## config.mk

```make
export PLATFORM = sky130hd
export DESIGN_NAME = lsu_master_flat
export DESIGN_NICKNAME = d
export VERILOG_FILES = /design/src/rtl/lsu_pkg.sv /design/src/rtl/lsu_master_if.sv /design/src/rtl/lsu_align.sv /design/src/rtl/lsu_master.sv /design/src/flat_wrapper.sv
export SDC_FILE = /design/constraint.sdc
export NUM_CORES = 1
export LEC_CHECK = 0
export CAP_MARGIN = 30
export CORE_ASPECT_RATIO = 1.5
export CORE_MARGIN = 8
export CORE_UTILIZATION = 30
export DETAILED_ROUTE_END_ITERATION = 8
export GPL_TIMING_DRIVEN = 1
export PLACE_DENSITY = 0.62
export SKIP_CTS_REPAIR_TIMING = 1
export SYNTH_ARGS = -nofsm -noshare
export SYNTH_HDL_FRONTEND = slang
export SYNTH_SLANG_ARGS = --single-unit
```

## constraint.sdc

```tcl
create_clock -name clk -period 4 [get_ports clk]
set_input_delay 0.4 -clock clk [delete_from_list [all_inputs] [get_ports clk]]
set_output_delay 0.4 -clock clk [all_outputs]
set_load 0.05 [all_outputs]
```

## src/rtl/lsu_pkg.sv

```systemverilog
// ============================================================================
// Module      : lsu_pkg
// Description : Shared constants for the lsu_master load/store unit: RV32I
//               funct3 codes, FSM state encoding, the fixed memory sign mask,
//               and small request-decode helpers.
// Revision    : 1.0 - initial release
// ============================================================================
`default_nettype none

package lsu_pkg;

  // RV32I load/store funct3 codes (stores share B/H/W with loads)
  localparam logic [2:0] F3_B  = 3'b000;
  localparam logic [2:0] F3_H  = 3'b001;
  localparam logic [2:0] F3_W  = 3'b010;
  localparam logic [2:0] F3_BU = 3'b100;
  localparam logic [2:0] F3_HU = 3'b101;

  // FSM state encoding
  localparam logic [2:0] ST_IDLE = 3'd0;
  localparam logic [2:0] ST_R0   = 3'd1;
  localparam logic [2:0] ST_R1   = 3'd2;
  localparam logic [2:0] ST_CAP  = 3'd3;
  localparam logic [2:0] ST_W0   = 3'd4;
  localparam logic [2:0] ST_W1   = 3'd5;
  localparam logic [2:0] ST_RESP = 3'd6;
  localparam logic [2:0] ST_ERR  = 3'd7;

  // Every memory access is a full unsigned word
  localparam logic [3:0] MEM_MASK_WORD = 4'b0111;

  // Access size in bytes from funct3[1:0]; the 2'b11 code is illegal and
  // rejected elsewhere, so its size value is irrelevant.
  function automatic logic [2:0] size_bytes(input logic [2:0] f3);
    case (f3[1:0])
      2'b00:   return 3'd1;
      2'b01:   return 3'd2;
      default: return 3'd4;
    endcase
  endfunction

  // Stores only allow B/H/W; loads additionally allow BU/HU.
  function automatic logic f3_illegal(input logic we, input logic [2:0] f3);
    if (we) return f3[2] | (f3[1:0] == 2'b11);
    return (f3 == 3'b011) | (f3 == 3'b110) | (f3 == 3'b111);
  endfunction

endpackage

`default_nettype wire

```

## src/rtl/lsu_master_if.sv

```systemverilog
// ============================================================================
// Module      : lsu_master_if
// Description : Data-memory port bundle between lsu_master and data memory.
//   mem_addr        word-aligned byte address (bits[1:0] always 0)
//   mem_write_data  full word to store
//   mem_memwrite    write strobe
//   mem_memread     read strobe; data returns on mem_read_data next cycle
//   mem_sign_mask   access mask, fixed to word/unsigned
//   mem_read_data   read data, valid the cycle after mem_memread
// Revision    : 1.0 - initial release
// ============================================================================
`default_nettype none

interface lsu_master_if;
  logic [31:0] mem_addr;
  logic [31:0] mem_write_data;
  logic        mem_memwrite;
  logic        mem_memread;
  logic [3:0]  mem_sign_mask;
  logic [31:0] mem_read_data;

  modport master (
    output mem_addr, mem_write_data, mem_memwrite, mem_memread, mem_sign_mask,
    input  mem_read_data
  );

  modport slave (
    input  mem_addr, mem_write_data, mem_memwrite, mem_memread, mem_sign_mask,
    output mem_read_data
  );
endinterface

`default_nettype wire

```

## src/rtl/lsu_align.sv

```systemverilog
// ============================================================================
// Module      : lsu_align
// Description : Combinational data path for lsu_master. Extracts and extends
//               load data from the two-word window {w1,w0}, and merges store
//               bytes into that window for read-modify-write.
//   w0_i, w1_i     low/high memory words of the access window
//   off_i          byte offset of the access within w0
//   funct3_i       RV32I funct3 (size and signedness)
//   wdata_i        right-aligned store data
//   load_data_o    extended load result
//   merged_lo_o    merged word for the low address
//   merged_hi_o    merged word for the high address
// Revision    : 1.0 - initial release
// ============================================================================
`default_nettype none

module lsu_align
  import lsu_pkg::*;
(
  input  logic [31:0] w0_i,
  input  logic [31:0] w1_i,
  input  logic [1:0]  off_i,
  input  logic [2:0]  funct3_i,
  input  logic [31:0] wdata_i,
  output logic [31:0] load_data_o,
  output logic [31:0] merged_lo_o,
  output logic [31:0] merged_hi_o
);

  logic [63:0] w_window;
  logic [63:0] w_merged;
  logic [2:0]  w_size;

  assign w_size   = size_bytes(funct3_i);
  assign w_window = {w1_i, w0_i} >> {off_i, 3'b000};

  always_comb begin
    case (funct3_i)
      F3_B:    load_data_o = {{24{w_window[7]}},  w_window[7:0]};
      F3_BU:   load_data_o = {24'h0,              w_window[7:0]};
      F3_H:    load_data_o = {{16{w_window[15]}}, w_window[15:0]};
      F3_HU:   load_data_o = {16'h0,              w_window[15:0]};
      default: load_data_o = w_window[31:0];
    endcase
  end

  // Overwrite bytes off..off+size-1 of the 64-bit window; highest index is 6.
  always_comb begin
    w_merged = {w1_i, w0_i};
    for (int i = 0; i < 4; i++) begin
      if (i < int'(w_size)) begin
        w_merged[8*(int'(off_i) + i) +: 8] = wdata_i[8*i +: 8];
      end
    end
  end

  assign merged_lo_o = w_merged[31:0];
  assign merged_hi_o = w_merged[63:32];

endmodule

`default_nettype wire

```

## src/rtl/lsu_master.sv

```systemverilog
// ============================================================================
// Module      : lsu_master
// Description : RV32I load/store initiator. Accepts one request at a time,
//               reads the one or two words covering the access, then either
//               returns the extracted load data or writes back merged words.
//   clk, rst_n        clock, asynchronous active-low reset
//   req_valid/ready   request handshake (ready only in IDLE)
//   req_we            1 = store, 0 = load
//   req_funct3        RV32I size/sign code
//   req_addr          byte address
//   req_wdata         right-aligned store data
//   resp_valid        one-cycle completion pulse
//   resp_rdata        extended load data (0 for stores/errors), held
//   resp_err          illegal funct3 or disallowed misalignment, held
//   busy              FSM not in IDLE
//   mem               data-memory port (lsu_master_if.master)
// Parameters  : MISALIGN_EN - 1 splits word-crossing accesses in two,
//                             0 rejects them with resp_err
// Revision    : 1.0 - initial release
// ============================================================================
`default_nettype none

module lsu_master
  import lsu_pkg::*;
#(
  parameter bit MISALIGN_EN = 1'b1
) (
  input  logic         clk,
  input  logic         rst_n,
  input  logic         req_valid,
  output logic         req_ready,
  input  logic         req_we,
  input  logic [2:0]   req_funct3,
  input  logic [31:0]  req_addr,
  input  logic [31:0]  req_wdata,
  output logic         resp_valid,
  output logic [31:0]  resp_rdata,
  output logic         resp_err,
  output logic         busy,
  lsu_master_if.master mem
);

  logic [2:0]  state_q, state_d;
  logic        we_q, span_q;
  logic [2:0]  funct3_q;
  logic [31:0] addr_q, wdata_q;
  logic [31:0] w0_q, w0_d, w1_q, w1_d;
  logic [31:0] rdata_q, rdata_d;
  logic        err_q, err_d;

  logic        w_accept;
  logic        w_req_span;
  logic [31:0] w_a0, w_a1;
  logic [31:0] w_load, w_merged_lo, w_merged_hi;

  assign w_accept   = (state_q == ST_IDLE) && req_valid;
  // off (<=3) + size (<=4) fits in 3 bits without overflow
  assign w_req_span = (({1'b0, req_addr[1:0]} + size_bytes(req_funct3)) > 3'd4);
  assign w_a0       = {addr_q[31:2], 2'b00};
  assign w_a1       = w_a0 + 32'd4;   // wraps 0xFFFFFFFC -> 0

  // Align/merge sees the words as they will be after this edge, so the load
  // result can be registered on the CAP -> RESP transition.
  lsu_align u_align (
    .w0_i        (w0_d),
    .w1_i        (w1_d),
    .off_i       (addr_q[1:0]),
    .funct3_i    (funct3_q),
    .wdata_i     (wdata_q),
    .load_data_o (w_load),
    .merged_lo_o (w_merged_lo),
    .merged_hi_o (w_merged_hi)
  );

  always_comb begin
    state_d = state_q;
    case (state_q)
      ST_IDLE: if (req_valid) begin
        state_d = (f3_illegal(req_we, req_funct3) || (w_req_span && !MISALIGN_EN))
                  ? ST_ERR : ST_R0;
      end
      ST_R0:   state_d = span_q ? ST_R1 : ST_CAP;
      ST_R1:   state_d = ST_CAP;
      ST_CAP:  state_d = we_q ? ST_W0 : ST_RESP;
      ST_W0:   state_d = span_q ? ST_W1 : ST_RESP;
      ST_W1:   state_d = ST_RESP;
      default: state_d = ST_IDLE;   // RESP, ERR
    endcase
  end

  // Read data arrives one cycle after each read strobe: the R0 word lands in
  // R1 (spanning) or CAP (aligned); the R1 word lands in CAP.
  always_comb begin
    w0_d = w0_q;
    w1_d = w1_q;
    if ((state_q == ST_R1) || ((state_q == ST_CAP) && !span_q)) w0_d = mem.mem_read_data;
    if ((state_q == ST_CAP) && span_q)                          w1_d = mem.mem_read_data;
  end

  // Response data is loaded only when entering RESP/ERR and held otherwise.
  always_comb begin
    rdata_d = rdata_q;
    err_d   = err_q;
    if (state_d == ST_RESP) begin
      rdata_d = we_q ? 32'h0 : w_load;
      err_d   = 1'b0;
    end else if (state_d == ST_ERR) begin
      rdata_d = 32'h0;
      err_d   = 1'b1;
    end
  end

  always_ff @(posedge clk or negedge rst_n) begin
    if (!rst_n) begin
      state_q  <= ST_IDLE;
      we_q     <= 1'b0;
      span_q   <= 1'b0;
      funct3_q <= 3'b000;
      addr_q   <= 32'h0;
      wdata_q  <= 32'h0;
      w0_q     <= 32'h0;
      w1_q     <= 32'h0;
      rdata_q  <= 32'h0;
      err_q    <= 1'b0;
    end else begin
      state_q <= state_d;
      w0_q    <= w0_d;
      w1_q    <= w1_d;
      rdata_q <= rdata_d;
      err_q   <= err_d;
      if (w_accept) begin
        we_q     <= req_we;
        span_q   <= w_req_span;
        funct3_q <= req_funct3;
        addr_q   <= req_addr;
        wdata_q  <= req_wdata;
      end
    end
  end

  // Memory strobes decode straight from state, so a reset drops them at once.
  always_comb begin
    mem.mem_addr       = 32'h0;
    mem.mem_write_data = 32'h0;
    mem.mem_memread    = 1'b0;
    mem.mem_memwrite   = 1'b0;
    case (state_q)
      ST_R0: begin mem.mem_memread  = 1'b1; mem.mem_addr = w_a0; end
      ST_R1: begin mem.mem_memread  = 1'b1; mem.mem_addr = w_a1; end
      ST_W0: begin
        mem.mem_memwrite   = 1'b1;
        mem.mem_addr       = w_a0;
        mem.mem_write_data = w_merged_lo;
      end
      ST_W1: begin
        mem.mem_memwrite   = 1'b1;
        mem.mem_addr       = w_a1;
        mem.mem_write_data = w_merged_hi;
      end
      default: ;
    endcase
  end

  assign mem.mem_sign_mask = MEM_MASK_WORD;
  assign req_ready  = (state_q == ST_IDLE);
  assign busy       = (state_q != ST_IDLE);
  assign resp_valid = (state_q == ST_RESP) || (state_q == ST_ERR);
  assign resp_rdata = rdata_q;
  assign resp_err   = err_q;

endmodule

`default_nettype wire

```

## src/flat_wrapper.sv

```systemverilog
// flat-port wrapper written by rule: the top's interface ports become plain ports
module lsu_master_flat import lsu_pkg::*;
#(
  parameter bit MISALIGN_EN = 1'b1
)
  (clk, rst_n, req_valid, req_ready, req_we, req_funct3, req_addr, req_wdata, resp_valid, resp_rdata, resp_err, busy, mem_mem_addr, mem_mem_write_data, mem_mem_memwrite, mem_mem_memread, mem_mem_sign_mask, mem_mem_read_data);
  lsu_master_if mem_i ();
  input  logic clk;
  input  logic rst_n;
  input  logic req_valid;
  output logic req_ready;
  input  logic req_we;
  input  logic [2:0] req_funct3;
  input  logic [31:0] req_addr;
  input  logic [31:0] req_wdata;
  output logic resp_valid;
  output logic [31:0] resp_rdata;
  output logic resp_err;
  output logic busy;
  output wire logic [$bits(mem_i.mem_addr)-1:0] mem_mem_addr;
  output wire logic [$bits(mem_i.mem_write_data)-1:0] mem_mem_write_data;
  output wire logic [$bits(mem_i.mem_memwrite)-1:0] mem_mem_memwrite;
  output wire logic [$bits(mem_i.mem_memread)-1:0] mem_mem_memread;
  output wire logic [$bits(mem_i.mem_sign_mask)-1:0] mem_mem_sign_mask;
  input wire logic [$bits(mem_i.mem_read_data)-1:0] mem_mem_read_data;
  assign mem_mem_addr = mem_i.mem_addr;
  assign mem_mem_write_data = mem_i.mem_write_data;
  assign mem_mem_memwrite = mem_i.mem_memwrite;
  assign mem_mem_memread = mem_i.mem_memread;
  assign mem_mem_sign_mask = mem_i.mem_sign_mask;
  assign mem_i.mem_read_data = mem_mem_read_data;
  lsu_master #(.MISALIGN_EN(MISALIGN_EN)) u_core (.clk(clk), .rst_n(rst_n), .req_valid(req_valid), .req_ready(req_ready), .req_we(req_we), .req_funct3(req_funct3), .req_addr(req_addr), .req_wdata(req_wdata), .resp_valid(resp_valid), .resp_rdata(resp_rdata), .resp_err(resp_err), .busy(busy), .mem(mem_i));
endmodule
```

== After elaboration in Yosys (flattened, before gate mapping) ==
Cells that the tools add are included.

* Register bits after elaboration: 169
* Input bits: 103
* Output and inout bits: 106
* Word-level logic and storage cells: 105

* Eq/ne operators: 18
* Reduce and logical (&&, ||, !) cells: 16
* Shifts and indexed selects: 9
* Magnitude comparators: 5
* Bitwise logic cells: 3
* Add/sub/neg operators: 9
* Mux-type cells: 35

{| class="wikitable"
|+ Operators by type and width
! kind !! count
|-
| $bwmux W64 || 4
|-
| $mux W64 || 4
|-
| $shift A8 B33 Y64 const A || 4
|-
| $shiftx A8 B33 Y64 || 4
|-
| $mux W32 || 5
|-
| $pmux W32 S2 || 2
|-
| $pmux W32 S4 || 1
|-
| $neg A6 Y33 || 3
|-
| $shr A64 B5 Y32 || 1
|-
| $neg A5 Y33 || 1
|-
| $add A32 B3 Y32 const B || 1
|-
| $eq A3 B3 Y1 const B || 10
|-
| $pmux W3 S6 || 1
|-
| $mux W1 || 12
|-
| $pmux W3 S2 || 2
|-
| $eq A3 B2 Y1 const B || 3
|-
| $reduce_or A2 Y1 || 4
|-
| $add A2 B2 Y3 const B || 2
|-
| $eq A3 B1 Y1 const B || 2
|-
| $logic_not A3 Y1 || 2
|-
| $lt A1 B3 Y1 const A || 2
|-
| $lt A2 B3 Y1 const A || 2
|-
| $mux W3 || 2
|-
| $eq A2 B1 Y1 const B || 2
|-
| 12 further kinds || 19
|}

== Depth between registers and ports, before layout ==
* Depth in word-level cells: 13
* Depth in mapped cells: 12
* Mapped depth without buffers: 9

== Modules after synthesis ==
Synthesis repeated with hierarchy kept, for this count alone.

* Cell total of the unflattened synthesis: 1231
* Area total of the unflattened synthesis: 11683.7 µm²

{| class="wikitable"
|+ By module, submodules not included
! module !! area an instance (µm²) !! times used !! cells each
|-
| lsu_master || 7937.6 || 1 || 686
|-
| lsu_align || 3746.1 || 1 || 545
|}

== Worst setup path before layout ==
No wires, ideal clock.

* Kind: reg2out
* From: register u_core.addr_q[0]
* To: output port mem_mem_write_data[10]
* Arrival time: 3.951 ns
* Path slack: -0.351 ns
* Cell stages (with the launch flop): 12
* Cell sequence: dfrtp_1 -> buf_2 -> clkinv_1 -> clkbuf_1 -> ha_1 -> ha_1 -> nand2_1 -> or3_1 -> clkbuf_1 -> o311ai_0 -> a21oi_1 -> o32ai_1

* Cells in the longest elaborated chain, start to end: 11
* Elaborated cells between the ends (all ways): 24

{| class="wikitable"
|+ RTL lines
! element !! RTL line !! RTL
|-
| start: declaration || lsu_master.sv:46 || <nowiki>logic [31:0] addr_q, wdata_q;</nowiki>
|-
| start signal: assignment || lsu_master.sv:135 || <nowiki>addr_q <= req_addr;</nowiki>
|-
| branches (longest 9 deep; another with $neg A6 Y33) || n/a ||
|-
| $mux W64 * || lsu_align.sv:51 || <nowiki>if (i < int'(w_size)) begin</nowiki>
|-
| $pmux W32 S2 * || lsu_master.sv:147 || <nowiki>case (state_q)</nowiki>
|-
| end: declaration || flat_wrapper.sv:21 || <nowiki>output wire logic [$bits(mem_i.mem_write_data)-1:0] mem_mem_write_data;</nowiki>
|}

Mark *: on every way between the ends.

== Final worst setup path ==
* From: register u_core.state_q[1]
* To: output port mem_mem_write_data[1]

* Cells in the longest elaborated chain, start to end: 13
* Elaborated cells between the ends (all ways): 18

{| class="wikitable"
|+ RTL lines
! element !! RTL line !! RTL
|-
| start: declaration || lsu_master.sv:43 || <nowiki>logic [2:0] state_q, state_d;</nowiki>
|-
| start signal: assignment || lsu_master.sv:126 || <nowiki>state_q <= state_d;</nowiki>
|-
| $eq A3 B2 Y1 || lsu_master.sv:96, lsu_master.sv:97 ||
|-
| $logic_and A1 B1 Y1 || lsu_master.sv:96 || <nowiki>if ((state_q == ST_R1) || ((state_q == ST_CAP) && !span_q)) w0_d = mem.mem_read_data;</nowiki>
|-
| $logic_or A1 B1 Y1 || lsu_master.sv:96 ||
|-
| $mux W32 || lsu_master.sv:96 ||
|-
| $bwmux W64 || lsu_align.sv:52 || <nowiki>w_merged[8*(int'(off_i) + i) +: 8] = wdata_i[8*i +: 8];</nowiki>
|-
| $mux W64 || lsu_align.sv:51 ||
|-
| $bwmux W64 || lsu_align.sv:52 ||
|-
| $mux W64 || lsu_align.sv:51 ||
|-
| $bwmux W64 || lsu_align.sv:52 ||
|-
| $mux W64 || lsu_align.sv:51 ||
|-
| $bwmux W64 || lsu_align.sv:52 ||
|-
| $mux W64 || lsu_align.sv:51 ||
|-
| $pmux W32 S2 * || lsu_master.sv:147 ||
|}

Mark *: on every way between the ends. The rest lies on a longest branch, timed or not.

==> summary.md <==
| Metric | Value |
|---|---|
| Status | `complete, no violations` |
| Placed standard-cell area | `14200 sq um` |
| Worst-margin pin slew | `roughly 0.94 ns` |
| Setup slack at placement | `0.435 ns` |
| EDFF count, synth | `0` |
| Sequential element share of the synthesized area | `a little under two fifths` |
| Starting Density | `a little under a third` |
| Vias in the first global route | `11000` |
| Period utilisation layout | `a little over nine tenths` |
| Reg clk slew, reported paths | `approximately 0.070 ns` |
| Chip height | `251 um` |
| Final Hold Vio Count | `0` |
| Max_slew headroom | `between 30% and 40%` |
| Clock sink count | `between 150 and 200` |
| Crit path DAT | `approximately 3.4 ns` |
| Antenna diodes | `0` |
| Max-cap violation count | `0` |
| Vias per cell | `5.74` |
| Launching point of the worst reg2reg path | `u_core.state_q[2]$_DFF_PN0_` |
| Synth Instances | `1201` |
| Min-delay worst type | `input port to asynchronous set/reset pin` |
| Worst r2r dst | `u_core.resp_rdata[28]$_DFFE_PN0P_` |
| Fillers | `~3600` |
| Nets | `approximately 1500` |
| GRT overflow | `0` |
| Reg2reg setup slack | `approximately 0.7 ns` |
| CTS tree | `yes` |
| Tmin final | `3.84 ns` |
| Critical path's largest stage delay | `between 0.4 and 0.5 ns` |
| Final HPWL DP | `~38 mm` |
| CP endpoint kind | `primary output` |
| Port Buffers | `approximately 200` |
| Endpoints failing setup | `0` |
| Wire per inst | `approximately 26 um` |
| Pin count of the biggest net entering global routing | `about 90` |
| FMAX | `261 MHz` |
| I/O pin cnt | `209` |
| DRC viols | `0` |
| Max-slew violation count | `0` |
| Final wirelength | `just under 50 mm` |
| Yosys cell types | `roughly 80` |
| Finished Cell Area | `~15000 sq um` |
| Vias | `10800` |
| Die Area | `43300 sq um` |
| Max Buffers Root-to-Sink | `2` |
| Crit path top cell by count | `buf_4` |
| Total CTS buffers | `17` |
| Fin util | `40.5%` |
| Worst Setup SP | `u_core.state_q[1]$_DFF_PN0_` |
| Post-route ant nets | `0` |
| Layout cell share with drive strength beyond 1 | `20.5%` |
| Clk_skew | `~0.014 ns` |
| Num rows | `86` |
| Unrepaired setup endpoints after global routing | `false` |
| Multi-input gate area | `about 6300 sq um` |
| Die width | `between 150 and 200 um` |
| Setup CP Type | `register to primary output` |
| Most used DFF post-synth | `dfrtp_1` |
| H-tree levels | `4` |
| Fin worst setup slack | `0.162 ns` |
| Skew-Pair Late Insertion Delay | `roughly 0.45 ns` |
| Slowest CP cell | `mux2i_1` |
| Worst R2R Path Depth | `7` |
| CTS root buffer | `clkbuf_16` |
| Synth-to-layout area growth | `33.8%` |
| CORE AREA | `36500 sq um` |
| Yosys warnings | `0` |
| Avg Cell Area, Syn | `just over 9 sq um` |
| CP startpoint kind | `register` |
| Total GRT Usage | `a little over a fifth` |
| First-pass GRT wire length | `a little over 70 mm` |
| Register cell area after layout | `~4200 sq um` |
| Iter 0 DRT Violations | `approximately 970` |
| Gpl congestion | `approximately 1.0` |
| Async S/R FF share, synth | `between 90% and 100%` |
| CP max FO | `17` |
| CP required | `around 3.6 ns` |
| Cell Area, Synth | `between 10000 and 15000 sq um` |
| Critical Path, Cell by Cell | `buf_4, and2b_1, nand2b_4, buf_4, mux2i_1, a2bb2oi_1, a21oi_1, a221o_1, buf_12` |
| Flops & latches, synth | `about 170` |
| Drt pass-1 iters | `6` |
| Initial antenna violation count | `1` |
## per-stage QoR
| step | hold WS, ns | TNS, ns | instances |
|---|---|---|---|
| 6_report | 0.0320 | 0 | 1880 |
| 5_1_grt | 0.103 | 0 | 1880 |
| 4_1_cts | 0.0600 | -0.387 | 1877 |
| 3_5_place_dp | 0.479 | 0 | 1846 |
| 3_3_place_gp | 0.465 | 0 | 1846 |
| 2_1_floorplan | 0.104 | 0 | 1205 |
## worst max-delay path by stage
stage                                        end  slack (ns)  depth (start not counted)
after floorplan           mem_mem_write_data[13]        0.12                         11
after global placement    mem_mem_write_data[31]        0.46                          9
after detailed placement   mem_mem_write_data[1]        0.43                          7
after CTS                  mem_mem_write_data[1]       -0.08                          7
after global routing      mem_mem_write_data[20]        0.02                          9
final                      mem_mem_write_data[1]        0.16                          9
## synth_stat cells, types with 13 or more instances
cell type | count | area (sq um)
mux2i_1 | 51 | 510
mux4_2 | 16 | 360
a221o_1 | 31 | 310
dfrtp_1 | 169 | 4230
a22oi_1 | 15 | 113
clkbuf_1 | 60 | 225
nor2_1 | 41 | 154
nand2_1 | 144 | 541
a21oi_1 | 61 | 305
nand3_1 | 38 | 190
ha_1 | 13 | 163
o21ai_0 | 109 | 546
o22ai_1 | 15 | 93.8
inv_1 | 67 | 251
nor3_1 | 15 | 75.1
and2_1 | 16 | 100
nand4_1 | 13 | 81.3
mux2_2 | 73 | 822
a31oi_1 | 21 | 131
## cells in the final DEF, fill, tap and decap left out, types with 21 or more instances in the layout
master / synthesis / routed
buf_12: 0 / 47
a221o_1: 31 / 31
dfrtp_1: 169 / 168
buf_4: 11 / 66
mux2_2: 73 / 73
nor2_1: 41 / 40
o21ai_0: 109 / 107
inv_1: 67 / 67
a21oi_1: 61 / 60
nand2_1: 144 / 142
a31oi_1: 21 / 21
nand3_1: 38 / 38
clkdlybuf4s50_1: 0 / 139
mux2i_1: 51 / 49
## flip-flops by register name (all words and copies together) (netlist names), 3 cells and up
register	cells
u_core.wdata_q	32
u_core.w0_q	32
u_core.addr_q	32
u_core.state_q	3
u_core.w1_q	32
u_core.funct3_q	3
u_core.resp_rdata	32
## worst max-delay path, delay by kind of cell, from the launching register on
kind / cells / cell delay [ns]
AO/OA/AOI/OAI: 3 / 0.81
buffers and inverters: 3 / 0.67
flip-flops: 1 / 0.39
multiplexers: 1 / 0.48
AND/OR/NAND/NOR: 2 / 0.63
## logic make-up after synthesis
logic type | share of synthesized area (%)
buffers and inverters | 6.35
multiplexers | 15.7
AO/OA/AOI/OAI | 22.5
AND/OR/NAND/NOR | 15.0
XOR/XNOR | 0.318
other | 0.0681
flip-flops | 38.3
adder cells (fa/ha/maj) | 1.66
## routing by layer
layer | track usage [%] | vias up | routed length (um)
li1 | - | 4813 | -
met1 | 23.8 | 5214 | 17500
met2 | 38.1 | 586 | 24400
met3 | 4.17 | 167 | 3310
met4 | 13.9 | 2 | 3350
met5 | 0 | - | 9
## area by class of cell
class | instances | area share, %
Clock buffer | 18 | 2.91
Clock inverter | 13 | 0.670
Inverter | 71 | 1.81
Multi-Input combinational cell | 872 | 42.6
Sequential cell | 169 | 28.7
Tap cell | 484 | 4.10
Timing Repair Buffer | 253 | 19.2
Power is left out: the tool's default activity adds up to more than one toggle a clock period on the data nets, which glitch-free logic cannot reach.
